**src/rtl/truth_table_scanner_pkg.sv**
```systemverilog
// Shared types and width helpers for the truth-table scanner and its settle timer.
package scan_pkg;

   typedef enum logic [1:0] {
      IDLE  = 2'd0,
      APPLY = 2'd1,
      DONE  = 2'd2
   } scan_state_t;

   localparam int DEF_N_IN  = 2;
   localparam int DEF_N_VEC = 1 << DEF_N_IN;

   // Width of a counter that must hold every value 0..max_val (never narrower than 1 bit).
   function automatic int cnt_width(input int max_val);
      if (max_val < 1) begin
         return 1;
      end else begin
         return $clog2(max_val + 1);
      end
   endfunction

endpackage

```
**src/rtl/truth_table_scanner_settle_timer.sv**
```systemverilog
// Loadable down-counter that stretches each applied vector; zero marks the sample cycle.
module settle_timer #(
   parameter int W = 1
) (
   input  logic         clk,
   input  logic         rst,
   input  logic         load,
   input  logic [W-1:0] load_val,
   input  logic         dec,
   output logic         zero
);

   logic [W-1:0] cnt_q;

   // Load wins over decrement; the count saturates at zero.
   always_ff @(posedge clk) begin
      if (rst) begin
         cnt_q <= {W{1'b0}};
      end else if (load) begin
         cnt_q <= load_val;
      end else if (dec && (cnt_q != {W{1'b0}})) begin
         cnt_q <= cnt_q - W'(1'b1);
      end else begin
         cnt_q <= cnt_q;
      end
   end

   assign zero = (cnt_q == {W{1'b0}});

endmodule

```
**src/rtl/truth_table_scanner.sv**
```systemverilog
// Drives every input combination onto a single-output gate, captures its truth table
// and compares it against EXPECT, reporting pass, mismatch count and first failing index.
module truth_table_scanner
   import scan_pkg::*;
#(
   parameter int                    N_IN   = 2,
   parameter int                    HOLD   = 2,
   parameter logic [(1<<N_IN)-1:0]  EXPECT = 4'b1000
) (
   input  logic                   clk,
   input  logic                   rst,
   input  logic                   start,
   output logic [N_IN-1:0]        dut_in,
   input  logic                   dut_out,
   output logic                   busy,
   output logic                   done,
   output logic                   pass,
   output logic [(1<<N_IN)-1:0]   table_out,
   output logic [N_IN:0]          mismatch_cnt,
   output logic                   fail_valid,
   output logic [N_IN-1:0]        first_fail_idx
);

   localparam int              NV       = 1 << N_IN;
   localparam int              CW       = N_IN + 1;
   localparam int              TW       = cnt_width(HOLD);
   localparam logic [N_IN-1:0] LAST_IDX = N_IN'(NV - 1);

   scan_state_t     state_q;
   logic [N_IN-1:0] idx_q;
   logic [N_IN-1:0] dut_in_q;
   logic            busy_q;
   logic            done_q;
   logic            pass_q;
   logic [NV-1:0]   table_q;
   logic [CW-1:0]   mcnt_q;
   logic            fvalid_q;
   logic [N_IN-1:0] ffidx_q;

   logic            tmr_load_s;
   logic            tmr_dec_s;
   logic            tmr_zero_s;
   logic            mismatch_s;
   logic            last_s;
   logic [CW-1:0]   mcnt_d;

   settle_timer #(.W(TW)) u_settle_timer (
      .clk      (clk),
      .rst      (rst),
      .load     (tmr_load_s),
      .load_val (TW'(HOLD)),
      .dec      (tmr_dec_s),
      .zero     (tmr_zero_s)
   );

   assign mismatch_s = (dut_out != EXPECT[idx_q]);
   assign last_s     = (idx_q == LAST_IDX);
   assign mcnt_d     = mismatch_s ? (mcnt_q + CW'(1'b1)) : mcnt_q;

   // Timer reloads on an accepted start and after every non-final sample.
   always_comb begin
      tmr_load_s = 1'b0;
      tmr_dec_s  = 1'b0;
      case (state_q)
         IDLE: begin
            tmr_load_s = start;
         end
         APPLY: begin
            if (!tmr_zero_s) begin
               tmr_dec_s = 1'b1;
            end else begin
               tmr_load_s = !last_s;
            end
         end
         default: begin
            tmr_load_s = 1'b0;
            tmr_dec_s  = 1'b0;
         end
      endcase
   end

   // Scan FSM; pass is computed from the final sample so it is valid alongside done.
   always_ff @(posedge clk) begin
      if (rst) begin
         state_q  <= IDLE;
         idx_q    <= {N_IN{1'b0}};
         dut_in_q <= {N_IN{1'b0}};
         busy_q   <= 1'b0;
         done_q   <= 1'b0;
         pass_q   <= 1'b0;
         table_q  <= {NV{1'b0}};
         mcnt_q   <= {CW{1'b0}};
         fvalid_q <= 1'b0;
         ffidx_q  <= {N_IN{1'b0}};
      end else begin
         case (state_q)
            IDLE: begin
               done_q <= 1'b0;
               if (start) begin
                  state_q  <= APPLY;
                  idx_q    <= {N_IN{1'b0}};
                  dut_in_q <= {N_IN{1'b0}};
                  busy_q   <= 1'b1;
                  pass_q   <= 1'b0;
                  table_q  <= {NV{1'b0}};
                  mcnt_q   <= {CW{1'b0}};
                  fvalid_q <= 1'b0;
                  ffidx_q  <= {N_IN{1'b0}};
               end
            end
            APPLY: begin
               if (tmr_zero_s) begin
                  table_q[idx_q] <= dut_out;
                  mcnt_q         <= mcnt_d;
                  if (mismatch_s && !fvalid_q) begin
                     fvalid_q <= 1'b1;
                     ffidx_q  <= idx_q;
                  end
                  if (last_s) begin
                     state_q  <= DONE;
                     dut_in_q <= {N_IN{1'b0}};
                     busy_q   <= 1'b0;
                     done_q   <= 1'b1;
                     pass_q   <= (mcnt_d == {CW{1'b0}});
                  end else begin
                     idx_q    <= idx_q + N_IN'(1'b1);
                     dut_in_q <= idx_q + N_IN'(1'b1);
                  end
               end
            end
            DONE: begin
               state_q <= IDLE;
               done_q  <= 1'b0;
            end
            default: begin
               state_q  <= IDLE;
               dut_in_q <= {N_IN{1'b0}};
               busy_q   <= 1'b0;
               done_q   <= 1'b0;
            end
         endcase
      end
   end

   assign dut_in         = dut_in_q;
   assign busy           = busy_q;
   assign done           = done_q;
   assign pass           = pass_q;
   assign table_out      = table_q;
   assign mismatch_cnt   = mcnt_q;
   assign fail_valid     = fvalid_q;
   assign first_fail_idx = ffidx_q;

endmodule

```
**config.mk**
```make
export PLATFORM = sky130hd
export DESIGN_NAME = truth_table_scanner
export DESIGN_NICKNAME = d
export VERILOG_FILES = /design/src/rtl/truth_table_scanner_pkg.sv /design/src/rtl/truth_table_scanner_settle_timer.sv /design/src/rtl/truth_table_scanner.sv
export SDC_FILE = /design/constraint.sdc
export NUM_CORES = 1
export LEC_CHECK = 0
export BUFFER_PORTS_ARGS = -buffer_cell sky130_fd_sc_hd__buf_2
export CAP_MARGIN = 5
export CORE_AREA = 2 2 44 56
export DETAILED_ROUTE_END_ITERATION = 10
export DIE_AREA = 0 0 46 58
export PLACE_DENSITY = 0.84
export SLEW_MARGIN = 5
export SYNTH_ARGS = -nofsm -noshare
export SYNTH_HDL_FRONTEND = slang
export SYNTH_SLANG_ARGS = --single-unit
```
**constraint.sdc**
```tcl
create_clock -name clk -period 1.9 [get_ports clk]
set_clock_uncertainty 0.15 [all_clocks]
set_input_delay 0.19 -clock clk [delete_from_list [all_inputs] [get_ports clk]]
set_output_delay 0.19 -clock clk [all_outputs]
set_load 0.02 [all_outputs]
```
==> out/results.ini, run 1 <==
[power_and_ir_drop]
p_leak_nw = 0.557
powerDensity_nw_per_um2 = 680
max-vdd-ir-drop_mv = 0.556

[yosys]
synthArstFlopShare = 0
yosysUniqueCellTypes = 33
yosys-top-cells-area = dfxtp_1 (38%), ha_1 (8.0%), mux2i_1 (6.4%)
ys.flop_type = dfxtp_1
synth_fp_nets = 136
synth_cells = 125
syn_area_um2 = 1090
seq_area_frac_synth = 0.385
ys_warn_count = 0
yosysTopAreaCell = dfxtp_1
ys_seq_elements = 21
syn_avg_cell_area_um2 = 8.74
netlist.area_leader.share = 0.385
synth_edf_count = 0

[clock_tree]
numCtsBuffers = 3
clk_latency_ns = 0.32
clockRootBuffer = clkbuf_4
cts_sinks = 21
path_clk_slew_ns = 0.12
ctsLongestPathBuffers = 2
cts-hold-fix-buffers = 0
clock_tree.htree_level_count = 1
cts_tree = yes

[worst_setup_path]
arrival_ns = 1.89
end_kind = flop
startpoint_type = flop
crit_fanout = 6
path_class = flop to flop
required_ns = 2.01

[drt]
wirelength_um = 2360
route.detailed.vias_per_inst = 5.78
firstDrtPassIters = 4
routed-via-count = 977
drtAntennaViolNets = 0
post_drt_wl_per_cell_um = 14.0
drc = 0
drt_iter0_drc = 35

[floorplan]
die_w_um = 46
start_util = 0.511
ioPinCount = 19
core-area_um2 = 2140
dieHeight_um = 58
core.rowCount = 19
die_area_um2 = 2670

[timing]
post-route-min-period_ns = 1.78
fmax_ghz = 0.560
rsz0062_at_grt = no
finalCritPeriodShare = 0.939
worstMarginPinSlew_ns = 0.344
setup_viol = 0
hold_viol = 0
setup_tns_ns = 0
slew_violations = 0
slew_headroom = 0.770

[hold_path]
hold_path.class = input pin to flop

[run_status]
run_status = complete, no violations

[placement]
gp_congestion = 0.829
io_buffers = 18
dp_hpwl_um = 1700
placed_area_um2 = 1230

[final_layout]
syn_to_final_growth_pct = 15.9
drive_above_1_share = 0.223
fin_nets = 160
fin_area_um2 = 1270
antenna-diode-count = 0
nFillCells = 192

[global_routing]
grt_pass1_vias = 929
grt_pass1_wl_um = 3780
grt_max_degree = 19
track_usage = 0.191
antenna_found_initial = 0
gr-total-overflow = 0

[flow_run]
drv_cap = 0

[cell families after synthesis]
logic type | count (synthesis) | share of synthesized area
adder cells (fa/ha/maj) | 7 | 0.0802
AND/OR/NAND/NOR | 44 | 0.221
XOR/XNOR | 4 | 0.0321
AO/OA/AOI/OAI | 27 | 0.147
flip-flops | 21 | 0.385
buffers and inverters | 13 | 0.0504
multiplexers | 9 | 0.0848
[flip-flops by register name, summed over array words and instances, names as in the netlist]
signal                cells
dut_in                    2
table_out                 4
idx_q                     2
mismatch_cnt              3
first_fail_idx            2
pass                      1
busy                      1
state_q                   2
u_settle_timer.cnt_q      2
done                      1
fail_valid                1
[critical path: stages (launching register included)]
cell and delay, ns:
dfxtp_1 0.33, inv_1 0.08, ha_2 0.23, mux2i_1 0.11, or2_4 0.28, or4_1 0.40, a21oi_1 0.14
[worst paths after layout]
check	depth (start not counted)	end	slack [ns]	from
setup reg to reg	6	dut_in[0]	0.12	u_settle_timer.cnt_q[0]
setup / recovery	6	dut_in[0]	0.12	u_settle_timer.cnt_q[0]
hold reg to reg	2	first_fail_idx[1]	0.31	first_fail_idx[1]
hold / removal	3	table_out[1]	0.06	dut_out
[timing repair]
| action | in CTS | in global routing |
|---|---|---|
| endpoints found under the hold margin | 0 | 0 |
| setup buffers | 0 | 0 |
| setup endpoints to repair | 0 | 3 |
| resized for setup | 0 | 2 |
[cells in the mapped netlist, types with 2 or more instances]
cell type	count
dfxtp_1	21
nor2_1	12
a21oi_1	10
o21ai_0	8
ha_1	7
inv_1	7
mux2i_1	7
nand2_1	6
nor3b_1	5
nor3_1	4
a21o_1	3
clkbuf_1	3
nand3b_1	3
nor2b_1	3
or3_1	3
xnor2_1	3
mux2_2	2
nand2b_1	2
nand3_1	2
[through the flow]
stage | power, W | setup WS [ns] | hold slack [ns] | util | instances
floorplan | 0.000595 | 0.178 | 0.278 | - | 125
global placement | 0.000637 | 0.174 | 0.293 | 0.576 | 165
detailed placement | 0.000641 | 0.103 | 0.293 | 0.576 | 165
CTS | 0.000859 | 0.0578 | 0.0714 | 0.588 | 169
global route | 0.000892 | 0.0306 | 0.106 | 0.592 | 169
finish | 0.000861 | 0.115 | 0.0603 | 0.592 | 169
[cell usage in the layout (no fill, tap or decap), types with 2 or more instances in the layout]
cell type  netlist  layout
a21o_1           3       3
a21oi_1         10      10
buf_2            1      18
buf_4            1       7
clkbuf_4         0       3
dfxtp_1         21      21
ha_1             7       6
inv_1            7       7
mux2_2           2       2
mux2i_1          7       7
nand2_1          6       6
nand2b_1         2       2
nand3_1          2       2
nand3b_1         3       3
nor2_1          12      12
nor2b_1          3       3
nor3_1           4       3
nor3b_1          5       5
o21ai_0          8       8
or3_1            3       3
xnor2_1          3       3
[layout make-up]
type | count | area (um^2) | area share
clock buffer | 4 | 26.3 | 0.0208
sequential | 21 | 420 | 0.332
inverter | 7 | 26.3 | 0.0208
multi-input combinational | 91 | 624 | 0.493
timing repair buffer | 25 | 143 | 0.113
tap | 21 | 26.3 | 0.0208
[metal layers]
| metal | GRT usage | wire length (um) |
|---|---|---|
| met1 | 0.218 | 989 |
| met2 | 0.325 | 1170 |
| met3 | 0.0187 | 119 |
| met4 | 0.118 | 82 |
| met5 | 0 | 0 |
[where the power goes]
part           switching [W]  total (W)  internal (W)  leakage [nW]
Clock               0.000143   0.000225     0.0000824        0.0150
Sequential         0.0000141   0.000470      0.000456         0.171
Combinational      0.0000919   0.000166     0.0000741         0.372
Total               0.000249   0.000861      0.000612         0.557
Power figures use the tool's default switching activity.
==> run 2: changes to the inputs <==
--- a/config.mk
+++ b/config.mk
@@ -5,12 +5,13 @@
 export SDC_FILE = /design/constraint.sdc
 export NUM_CORES = 1
 export LEC_CHECK = 0
+export ABC_AREA = 1
 export BUFFER_PORTS_ARGS = -buffer_cell sky130_fd_sc_hd__buf_2
 export CAP_MARGIN = 5
 export CORE_AREA = 2 2 44 56
 export DETAILED_ROUTE_END_ITERATION = 10
 export DIE_AREA = 0 0 46 58
-export PLACE_DENSITY = 0.84
+export PLACE_DENSITY = 0.83
 export SLEW_MARGIN = 5
 export SYNTH_ARGS = -nofsm -noshare
 export SYNTH_HDL_FRONTEND = slang
==> run 2 against run 1 <==
Clock power grew 2%. Worst setup slack improved by 0.15 ns. Flip-flop and latch count did not move. Largest cell class unchanged. Highest routed layer unchanged.
==> out/results.ini, run 2 <==
[power_and_ir_drop]
powerDensity_nw_per_um2 = 772
internal_power_w = 0.000611
max-vdd-ir-drop_mv = 0.569
sw_frac_of_total = 0.339
pwr-share-comb = 0.227
power.share.sequential = 0.524
p_leak_nw = 0.578
power_frac_clock = 0.250
p_sw_w = 0.000313

[timing]
finalCritPeriodShare = 0.862
setup_tns_ns = 0
hold_viol = 0
slew_violations = 0
rsz0062_at_grt = no
worstMarginPinSlew_ns = 0.348
setup_viol = 0
post-route-min-period_ns = 1.64
slew_headroom = 0.766
fmax_ghz = 0.611

[placement]
dp_hpwl_um = 1760
gp_congestion = 0.951
io_buffers = 18
placed_cells = 184

[worst_setup_path]
crit_end = first_fail_idx[1]
rr_endpoint = first_fail_idx[1]
required_ns = 1.96
rr_startpoint = idx_q[0]
rr_worst_depth = 8
startpoint_type = flop
arrival_ns = 1.69
path_class = flop to flop
cp-startpoint = idx_q[0]
crit_fanout = 5
end_kind = flop
regToRegSetupSlack_ns = 0.26

[yosys]
yosys-top-cells-count = nand2_1 (35), a21oi_1 (21), dfxtp_1 (21), inv_1 (19), nor2_1 (12)
synth_fp_nets = 159
yosysMostFrequentCell = nand2_1
seq_area_frac_synth = 0.393
syn_avg_cell_area_um2 = 7.24
yosys-top-cells-area = dfxtp_1 (39%), nand2_1 (12%), a21oi_1 (9.8%)
synth_cells = 148
yosysUniqueCellTypes = 20
netlist.area_leader.share = 0.393
ys_seq_elements = 21
yosysTopAreaCell = dfxtp_1
synthArstFlopShare = 0
ys.flop_type = dfxtp_1
synth_edf_count = 0
ys_warn_count = 0
syn_area_um2 = 1070

[drt]
wirelength_um = 2280
drtAntennaViolNets = 0
post_drt_wl_per_cell_um = 12.1
routed-via-count = 1014
route.detailed.vias_per_inst = 5.39
firstDrtPassIters = 4
drt_iter0_drc = 14
drc = 0

[floorplan]
die_area_um2 = 2670
dieHeight_um = 58
ioPinCount = 19
start_util = 0.501
core-area_um2 = 2140
core.rowCount = 19
die_w_um = 46

[clock_tree]
cts-hold-fix-buffers = 0
clock_tree.htree_level_count = 1
clk_latency_ns = 0.32
cts_sinks = 21
cts_setup_buffers = 0
numCtsBuffers = 3
path_clk_slew_ns = 0.13
cts_tree = yes
clockRootBuffer = clkbuf_4
ctsLongestPathBuffers = 2

[global_routing]
gr-total-overflow = 0
grt_pass1_vias = 913
grt_pass1_wl_um = 3590
track_usage = 0.183
grt_max_degree = 20
antenna_found_initial = 0

[final_layout]
stdcell_count = 188
fin_nets = 179
fin_util = 0.559
register_area_um2 = 420
multi_input_area_um2 = 553
most-common-layout-cells = nand2_1 (35), a21oi_1 (21), dfxtp_1 (21), inv_1 (19), buf_2 (18)
largest_reg_flops = 4
syn_to_final_growth_pct = 11.7
layout_commonest_cell = nand2_1
antenna-diode-count = 0
drive_above_1_share = 0.180
nFillCells = 215

[flow_run]
drv_cap = 0

[run_status]
run_status = complete, no violations

[hold_path]
hold_path.class = input pin to flop

## run 2: kinds of logic after synthesis
logic type / count (synthesis) / synth area share
flip-flops: 21 / 0.393
AND/OR/NAND/NOR: 66 / 0.284
AO/OA/AOI/OAI: 30 / 0.151
adder cells (fa/ha/maj): 7 / 0.0818
buffers and inverters: 24 / 0.0911
## run 2: worst min-delay path by stage
| stage | from | to | slack, ns | cells after the start |
|---|---|---|---|---|
| 2_1_floorplan | dut_out | table_out[3] | 0.20 | 2 |
| 3_3_place_gp | table_out[3] | table_out[3] | 0.30 | 2 |
| 3_5_place_dp | first_fail_idx[0] | first_fail_idx[0] | 0.31 | 2 |
| 4_1_cts | dut_out | table_out[3] | 0.03 | 3 |
| 5_1_grt | dut_out | table_out[3] | 0.04 | 3 |
| 6_report | dut_out | table_out[3] | 0.04 | 3 |
## run 2: critical path, stage by stage (launching register included)
cell and delay [ns]:
dfxtp_1 0.43, ha_1 0.22, inv_1 0.10, nand2_2 0.09, nand2_1 0.08, o21ai_1 0.21, nand2_1 0.11, nand2_1 0.08
a21oi_1 0.06
## run 2: metrics by stage
step / total power [W] / setup WS [ns] / hold WS (ns) / instance area, um^2
after floorplan: 0.000657 / 0.401 / 0.204 / 1070
after global placement: 0.000692 / 0.318 / 0.298 / 1170
after detailed placement: 0.000702 / 0.197 / 0.306 / 1170
after CTS: 0.000923 / 0.169 / 0.0348 / 1200
after global routing: 0.000980 / 0.0981 / 0.0371 / 1200
final: 0.000923 / 0.263 / 0.0367 / 1200
## run 2: power groups by stage
| stage | clock (W) | sequential [W] | combinational, W |
|---|---|---|---|
| 2_1_floorplan | 0 | 0.000506 | 0.000151 |
| 3_3_place_gp | 0 | 0.000491 | 0.000201 |
| 3_5_place_dp | 0 | 0.000493 | 0.000209 |
| 4_1_cts | 0.000230 | 0.000483 | 0.000210 |
| 5_1_grt | 0.000258 | 0.000486 | 0.000236 |
| 6_report | 0.000230 | 0.000483 | 0.000209 |
## run 2: cell type report
class	count	share of cell area
multi-input cells	103	0.462
flip-flops and latches	21	0.351
repair buffers	18	0.0753
inverters	21	0.0659
well taps	21	0.0220
clock buffers	3	0.0188
clock inverters	1	0.00418
## run 2: what timing repair did
item                                   4_1_cts  5_1_grt
resized for setup                            0        1
endpoints found under the hold margin        0        0
setup endpoints to repair                    0        1
## run 2: layer usage
layer / GRT usage / wire [um] / vias up
li1: - / - / 515
met4: 0.0980 / 49 / 0
met2: 0.323 / 1210 / 20
met5: 0 / 0 / -
met3: 0.0374 / 54 / 4
met1: 0.192 / 966 / 475
==> run 3: changes to the inputs <==
--- a/config.mk
+++ b/config.mk
@@ -11,7 +11,7 @@
 export CORE_AREA = 2 2 44 56
 export DETAILED_ROUTE_END_ITERATION = 10
 export DIE_AREA = 0 0 46 58
-export PLACE_DENSITY = 0.83
+export PLACE_DENSITY = 0.84
 export SLEW_MARGIN = 5
 export SYNTH_ARGS = -nofsm -noshare
 export SYNTH_HDL_FRONTEND = slang
==> run 3 against run 2 <==
Fmax hardly changed. Highest routed layer unchanged. Worst setup slack better by 0.00078 ns. Final cell count unchanged. Worst hold slack improved by 0.024 ns. Core utilization unchanged. Die area did not move. Global-route usage down 0.16 points. First-iteration DRC count down 43%. Critical path depth is the same. Combinational power about the same. Sequential power barely moved. Largest power group unchanged. Routed wire length down 4.3%.
==> out/results.ini, run 3 (synthesis results as in run 2) <==
[drt]
route.detailed.vias_per_inst = 5.29
wirelength_um = 2180
routed-via-count = 995
drt_iter0_drc = 8
post_drt_wl_per_cell_um = 11.6
drtAntennaViolNets = 0
firstDrtPassIters = 4
drc = 0

[flow_run]
drv_cap = 0

[final_layout]
drive_above_1_share = 0.180
fin_area_um2 = 1200
antenna-diode-count = 0
fin_nets = 179
syn_to_final_growth_pct = 11.7
nFillCells = 210
layout_commonest_cell = nand2_1
largest_reg_flops = 4
stdcell_count = 188
most-common-layout-cells = nand2_1 (35), a21oi_1 (21), dfxtp_1 (21), inv_1 (19), buf_2 (18)

[timing]
setup_tns_ns = 0
rsz0062_at_grt = no
finalCritPeriodShare = 0.861
fmax_ghz = 0.611
slew_violations = 0
post-route-min-period_ns = 1.64
worst_slack_ns = 0.264
setup_viol = 0
worstMarginPinSlew_ns = 0.333
slew_headroom = 0.775
hold_viol = 0

[floorplan]
ioPinCount = 19
core.rowCount = 19
dieHeight_um = 58
die_area_um2 = 2670
core-area_um2 = 2140
die_w_um = 46
start_util = 0.501

[power_and_ir_drop]
p_leak_nw = 0.578
max-vdd-ir-drop_mv = 0.498
powerDensity_nw_per_um2 = 760

[clock_tree]
clockRootBuffer = clkbuf_4
path_clk_slew_ns = 0.12
ctsLongestPathBuffers = 2
cts-hold-fix-buffers = 0
numCtsBuffers = 3
clock_tree.htree_level_count = 1
cts_sinks = 21
cts_setup_buffers = 0
clk_latency_ns = 0.30
cts_tree = yes

[hold_path]
hold_start = dut_out
hold_path.class = input pin to flop
holdPathStages = 3

[worst_setup_path]
crit_end = first_fail_idx[1]
arrival_ns = 1.68
rr_endpoint = first_fail_idx[1]
startpoint_type = flop
rr_startpoint = idx_q[0]
regToRegSetupSlack_ns = 0.26
end_kind = flop
crit_fanout = 5
cp-startpoint = idx_q[0]
path_class = flop to flop
required_ns = 1.94
rr_worst_depth = 8

[global_routing]
antenna_found_initial = 0
gr-total-overflow = 0
grt_pass1_vias = 944
grt_pass1_wl_um = 3620
track_usage = 0.181
grt_max_degree = 20

[placement]
dp_hpwl_um = 1670
io_buffers = 18
dpl_worst_slack_ns = 0.212
placed_area_um2 = 1170
gp_congestion = 0.951
placed_cells = 184

[run_status]
run_status = complete, no violations

[run 3: how the worst min path moves through the flow]
stage | to | slack, ns
after detailed placement | first_fail_idx[1] | 0.31
after CTS | table_out[3] | 0.05
after floorplan | table_out[3] | 0.20
after global placement | table_out[3] | 0.30
after global routing | table_out[3] | 0.06
final | table_out[3] | 0.06
[run 3: layout make-up]
type	count	area, um^2	area share
Multi-Input combinational cell	103	553	0.462
Timing Repair Buffer	18	90.1	0.0753
Clock inverter	1	5.00	0.00418
Inverter	21	78.8	0.0659
Tap cell	21	26.3	0.0220
Sequential cell	21	420	0.351
Clock buffer	3	22.5	0.0188
[run 3: metal layers]
metal  share of wire  vias up  track usage
li1                -      514            -
met1            0.43      460        0.200
met2            0.53       15        0.310
met3           0.022        6       0.0280
met4           0.020        0        0.110
met5               0        -            0
[run 3: what timing repair did]
item / in CTS / in global routing
endpoints found under the setup margin: 0 / 2
resized for setup: 0 / 1
hold endpoints to repair: 0 / 0
[run 3: report_power, final]
group | internal [W] | switching [W] | total, W
clock network | 0.0000785 | 0.000137 | 0.000216
registers | 0.000465 | 0.0000189 | 0.000484
logic | 0.0000668 | 0.000143 | 0.000210
[run 3: worst max-delay path, cell delays in order, from the launching register on]
cell	delay, ns
dfxtp_1	0.42
ha_1	0.22
inv_1	0.11
nand2_2	0.09
nand2_1	0.09
o21ai_1	0.22
nand2_1	0.10
nand2_1	0.07
a21oi_1	0.05
[run 3: per-stage QoR]
| step | util | hold WS [ns] | total power, W |
|---|---|---|---|
| global route | 0.559 | 0.0587 | 0.000971 |
| CTS | 0.559 | 0.0467 | 0.000916 |
| finish | 0.559 | 0.0608 | 0.000909 |
| global placement | 0.546 | 0.298 | 0.000693 |
| floorplan | - | 0.204 | 0.000657 |
| detailed placement | 0.546 | 0.307 | 0.000700 |
